<file path="src/rtl/div_controller.sv">
// div_controller: multi-cycle shift-subtract sequencer for MIPS DIV/DIVU.
// Produces {HI = remainder, LO = quotient} for the EX stage HI/LO write path.
// One quotient bit is retired per RUN cycle. The result is held in DONE
// until EX drops start or the pipeline annuls the operation.
module div_controller #(
  parameter int WIDTH = 32
) (
  input  logic               clock,
  input  logic               reset,
  input  logic               start,
  input  logic               annul,
  input  logic               signed_div,
  input  logic [WIDTH-1:0]   operand1,
  input  logic [WIDTH-1:0]   operand2,
  output logic [2*WIDTH-1:0] result,
  output logic               ready,
  output logic               busy
);

  localparam int CW = $clog2(WIDTH) + 1;

  typedef enum logic [1:0] {
    IDLE    = 2'd0,
    BY_ZERO = 2'd1,
    RUN     = 2'd2,
    DONE    = 2'd3
  } state_t;

  // Two's complement negation at operand width.
  function automatic logic [WIDTH-1:0] twos_neg(input logic [WIDTH-1:0] v);
    return ~v + {{(WIDTH-1){1'b0}}, 1'b1};
  endfunction

  state_t             state_r;
  logic [CW-1:0]      count_r;
  // Partial remainder: it always stays below the divisor, so WIDTH bits
  // hold it; the extra sign bit only exists in the trial difference.
  logic [WIDTH-1:0]   rem_r;
  logic [WIDTH-1:0]   quo_r;
  logic [WIDTH-1:0]   dvs_r;
  logic               neg_q_r;
  logic               neg_r_r;
  logic [2*WIDTH-1:0] result_r;
  logic               ready_r;
  logic               busy_r;

  logic               op1_neg_s;
  logic               op2_neg_s;
  logic [WIDTH-1:0]   op1_abs_s;
  logic [WIDTH-1:0]   op2_abs_s;
  logic               dvs_zero_s;
  logic [WIDTH:0]     shift_s;
  logic [WIDTH:0]     trial_s;
  logic [WIDTH-1:0]   rem_fix_s;
  logic [WIDTH-1:0]   quo_fix_s;

  // Operand sign/magnitude decode for the load edge.
  always_comb begin
    op1_neg_s  = signed_div & operand1[WIDTH-1];
    op2_neg_s  = signed_div & operand2[WIDTH-1];
    op1_abs_s  = operand1;
    op2_abs_s  = operand2;
    if (op1_neg_s) begin
      op1_abs_s = twos_neg(operand1);
    end else begin
      op1_abs_s = operand1;
    end
    if (op2_neg_s) begin
      op2_abs_s = twos_neg(operand2);
    end else begin
      op2_abs_s = operand2;
    end
    dvs_zero_s = (operand2 == {WIDTH{1'b0}});
  end

  // One restoring-division step plus the final sign fix-up of the result.
  always_comb begin
    shift_s   = {rem_r, quo_r[WIDTH-1]};
    trial_s   = shift_s - {1'b0, dvs_r};
    rem_fix_s = rem_r;
    quo_fix_s = quo_r;
    if (neg_r_r) begin
      rem_fix_s = twos_neg(rem_r);
    end else begin
      rem_fix_s = rem_r;
    end
    if (neg_q_r) begin
      quo_fix_s = twos_neg(quo_r);
    end else begin
      quo_fix_s = quo_r;
    end
  end

  // Sequencer FSM with all datapath registers and registered outputs.
  always_ff @(posedge clock or negedge reset) begin
    if (!reset) begin
      state_r  <= IDLE;
      count_r  <= {CW{1'b0}};
      rem_r    <= {WIDTH{1'b0}};
      quo_r    <= {WIDTH{1'b0}};
      dvs_r    <= {WIDTH{1'b0}};
      neg_q_r  <= 1'b0;
      neg_r_r  <= 1'b0;
      result_r <= {(2*WIDTH){1'b0}};
      ready_r  <= 1'b0;
      busy_r   <= 1'b0;
    end else begin
      case (state_r)
        IDLE: begin
          ready_r <= 1'b0;
          if (start && !annul) begin
            busy_r  <= 1'b1;
            count_r <= {CW{1'b0}};
            rem_r   <= {WIDTH{1'b0}};
            if (dvs_zero_s) begin
              state_r <= BY_ZERO;
            end else begin
              state_r <= RUN;
              quo_r   <= op1_abs_s;
              dvs_r   <= op2_abs_s;
              neg_q_r <= op1_neg_s ^ op2_neg_s;
              neg_r_r <= op1_neg_s;
            end
          end else begin
            busy_r <= 1'b0;
          end
        end
        BY_ZERO: begin
          busy_r <= 1'b0;
          if (annul) begin
            state_r <= IDLE;
          end else begin
            // Divide by zero yields 0; ready follows on the next DONE cycle.
            state_r  <= DONE;
            result_r <= {(2*WIDTH){1'b0}};
          end
        end
        RUN: begin
          if (annul) begin
            state_r <= IDLE;
            busy_r  <= 1'b0;
          end else if (count_r == CW'(WIDTH)) begin
            state_r  <= DONE;
            busy_r   <= 1'b0;
            ready_r  <= 1'b1;
            result_r <= {rem_fix_s, quo_fix_s};
          end else begin
            if (!trial_s[WIDTH]) begin
              rem_r <= trial_s[WIDTH-1:0];
              quo_r <= {quo_r[WIDTH-2:0], 1'b1};
            end else begin
              rem_r <= shift_s[WIDTH-1:0];
              quo_r <= {quo_r[WIDTH-2:0], 1'b0};
            end
            count_r <= count_r + CW'(1);
          end
        end
        DONE: begin
          busy_r <= 1'b0;
          if (start && !annul) begin
            ready_r <= 1'b1;
          end else begin
            state_r  <= IDLE;
            ready_r  <= 1'b0;
            result_r <= {(2*WIDTH){1'b0}};
          end
        end
        default: begin
          state_r  <= IDLE;
          ready_r  <= 1'b0;
          busy_r   <= 1'b0;
          result_r <= {(2*WIDTH){1'b0}};
        end
      endcase
    end
  end

  assign result = result_r;
  assign ready  = ready_r;
  assign busy   = busy_r;

endmodule

</file>
<file path="config.mk">
export PLATFORM = sky130hd
export DESIGN_NAME = div_controller
export DESIGN_NICKNAME = d
export VERILOG_FILES = /design/src/rtl/div_controller.sv
export SDC_FILE = /design/constraint.sdc
export NUM_CORES = 1
export LEC_CHECK = 0
export BUFFER_PORTS_ARGS = -buffer_cell sky130_fd_sc_hd__buf_2
export CORE_MARGIN = 2
export CORE_UTILIZATION = 40
export DETAILED_ROUTE_END_ITERATION = 6
export GPL_ROUTABILITY_DRIVEN = 0
export GPL_TIMING_DRIVEN = 1
export PLACE_DENSITY = 0.67
export SYNTH_ARGS = -nofsm -noshare
export SYNTH_HDL_FRONTEND = slang
export SYNTH_SLANG_ARGS = --single-unit
</file>
<file path="constraint.sdc">
create_clock -name clock -period 4.7 [get_ports clock]
set_input_delay 0.47 -clock clock [delete_from_list [all_inputs] [get_ports clock]]
set_output_delay 0.47 -clock clock [all_outputs]
set_load 0.02 [all_outputs]
</file>
==> summary.md <==
| Metric | Value |
|---|---|
| Status | completed |
| Required @ worst endpoint | 4.98 ns |
| Fin crit share | between 70% and 80% |
| Initial Utilization | 40.7% |
| Worst IR Drop VDD | 0.319 mV |
| CTS max path bufs | 2 |
| Clock slew at reported path FFs | 0.08 ns |
| FFs w/ async S/R, synth | 100% |
| Core box area | 27900 sq um |
| Fin Clk Skew | ~0.014 ns |
| DR vias | ~10000 |
| Mapped Area | about 11000 sq um |
| Hold Vio Cnt, Final | 0 |
| Inserted Clock Buffers | 17 |
| # H-tree levels | 4 |
| Root Buffer Master | clkbuf_16 |
| Pre-Repair DR Iteration Count | 6 |
| Worst-Margin Slew | 0.953 ns |
| Vias in the first global route | 9440 |
| Post-placement cell area | approximately 12000 sq um |
| Clock Sinks | 172 |
| CP delay by family, top | compound AO/OA/AOI/OAI gates |
| Min-delay worst type | primary input to flop |
| Drt total wl | 29200 um |
| TNS Setup | 0 ns |
| GRT Residual Overflow | 0 |
| CP Class | flop to flop |
| Syn_nets | 1485 |
| First-pass GRT wire length | approximately 48000 um |
| Crit. End Element | flop |
| Io pins | about 140 |
| Dpl hpwl | 22100 um |
| Unrepaired setup endpoints after global routing | false |
| CTS tree | built |
| GRT Total Usage | 20.2% |
| Worst R2R Start | quo_r[31] |
| Area growth syn-to-layout | 14.9% |
| Final setup violating endpoints | 0 |
| FMAX | 275 MHz |
| Largest net degree at the start of global routing | between 100 and 150 |
| Distinct cells, synth | 64 |
| Initial antenna violation count | 5 |
| Post-layout min period | 3.64 ns |
| Synth Flop Type | dfrtp_1 |
| Avg Inst Size Synth | 8.26 sq um |
| Crit path buffers/inverters | 1 |
| Die H | 172 um |
| Fraction of layout cells with a size suffix above 1 | 13.4% |
| Max-slew headroom | 36.3% |
| Postcts setup bufs | 0 |
| EDFF count, synth | 0 |
| Die width | 172 um |
| Critical path startpoint category | flop |
| Number of cell rows | 61 |
| Seq cells post-synth | 172 |
| Hold_buf cts | 1 |
| Critical Path Most Common Cell | o21ai_0 |
| P_leak | between 5 and 6 nW |
| Antenna viol nets, final | 0 |
| Maxcap violations | 0 |
| DR vias/cell | 5.43 |
| Die area | 29700 sq um |
| Crit path launch | quo_r[31] |
| Finished Cell Area | around 13000 sq um |
| Post-DR wirelength/cell | between 15 and 20 um |
| DRC violations left | 0 |
| CP max stage delay | 0.60 ns |
| Slew Limit Fails | 0 |
| PwrDens | 601 nW/um^2 |
| Mapped Cells | 1372 |
| Port Buffers | around 130 |
| Ys Warns | 0 |
| Slowest stage cell, crit path | xor2_2 |
| Sequential area share after synthesis | roughly 38% |
| Number of DRC markers in iteration 0 | 704 |
| Worst Path Arrival | 3.92 ns |
| FILL cells | between 2000 and 3000 |
| CP Cell Sequence | inv_1 -> ha_1 -> fa_1 -> nand2b_1 -> a21oi_1 -> o21ai_0 -> o22ai_1 -> a2111oi_0 -> nor2_2 -> xor2_2 -> mux2i_1 -> o21ai_0 |
| Clk_lat worst skew | 0.44 ns |
| # nets final | approximately 1600 |
| Hold Startpoint | annul |
| # resized after CTS | 0 |
| CP max FO | 10 |
==> sequential cells by signal, summed over array words and instances, names as in the netlist <==
name and flops:
busy 1, result 64, rem_r 32, count_r 6
neg_r_r 1, neg_q_r 1, ready 1, quo_r 32
dvs_r 32, state_r 2
==> report_power, final <==
part	internal (mW)	switching [mW]
combinational	1.49	2.49
sequential	1.87	0.511
clock	0.738	0.730
total	4.09	3.73
==> Yosys cell counts, types with 35 or more instances <==
master | instances | area share [%]
nor2_1 | 89 | 2.9
o21ai_0 | 168 | 7.4
o31ai_1 | 35 | 2.3
nand3_1 | 40 | 1.8
ha_1 | 43 | 4.7
xor2_1 | 92 | 7.1
xnor2_1 | 51 | 3.9
dfrtp_1 | 172 | 38
a21oi_1 | 118 | 5.2
clkbuf_1 | 52 | 1.7
inv_1 | 60 | 2.0
nand2_1 | 210 | 7.0
==> final timing paths <==
| check | to | slack (ns) | cells past startpoint |
|---|---|---|---|
| hold reg to reg | result[17] | 0.48 | 2 |
| setup / recovery | rem_r[22] | 1.06 | 12 |
| setup reg to reg | rem_r[22] | 1.06 | 12 |
| min in group asynchronous | dvs_r[29] | 0.53 | 2 |
| max in group asynchronous | count_r[4] | 3.12 | 3 |
| hold / removal | busy | 0.28 | 2 |
==> cells by family after synthesis <==
kind of cell	after synthesis	synth area share, %
adder cells (fa/ha/maj)	44	4.93
AND/OR/NAND/NOR	461	18.9
XOR/XNOR	145	11.3
buffers and inverters	127	4.30
flip-flops	172	38.0
AO/OA/AOI/OAI	409	21.3
multiplexers	14	1.25
==> per-stage QoR <==
stage                     hold slack [ns]  power (mW)  utilization, %  worst slack [ns]  instances
after floorplan                     0.174        5.27               -              1.68       1372
after global placement              0.446        6.26            44.4              1.07       1832
after detailed placement            0.446        6.35            44.4             0.961       1832
after CTS                           0.264        7.83            46.7              1.08       1865
after global routing                0.284        8.51            46.7             0.712       1870
final                               0.280        7.83            46.7              1.06       1870
==> placed cells by master (no fill, tap or decap), types with 5 or more instances in the layout <==
cell	synthesis	routed
nand2_1	210	210
o311ai_0	20	20
or4_1	16	16
o21bai_1	5	5
nor2b_1	8	8
xor2_1	92	92
o31ai_1	35	35
nand2b_1	7	7
nand3_1	40	38
inv_1	60	60
dfrtp_1	172	172
clkinv_8	0	8
buf_2	8	133
o41ai_1	10	10
a21oi_1	118	118
and2_1	6	6
buf_4	0	14
a21o_1	11	11
nor4_1	8	8
mux2i_1	13	13
or3_1	24	24
nand4_1	11	11
ha_1	43	42
a31oi_1	8	8
nor2_1	89	89
o21ai_0	168	168
xnor2_1	51	51
clkbuf_16	0	17
nor3_1	14	14
diode_2	0	5
and3_1	7	7
==> metal layers <==
layer	wire (um)	vias to the layer above	global-route usage, %
met5	0	-	0
met4	522	0	6.50
met3	1580	34	3.11
met2	12800	289	30.8
met1	14400	4769	29.2
li1	-	5065	-
==> final cells by class <==
cell class                 count  area, sq um  share of cell area (%)
multi-input combinational   1073         6560                    50.4
sequential                   172         4300                    33.1
timing repair buffer         150          812                    6.24
tap                          378          473                    3.63
clock buffer                  17          425                    3.27
inverter                      60          225                    1.73
clock inverter                15          211                    1.62
antenna                        5         12.5                  0.0961
Note: power is estimated with default switching activity, not from simulation.
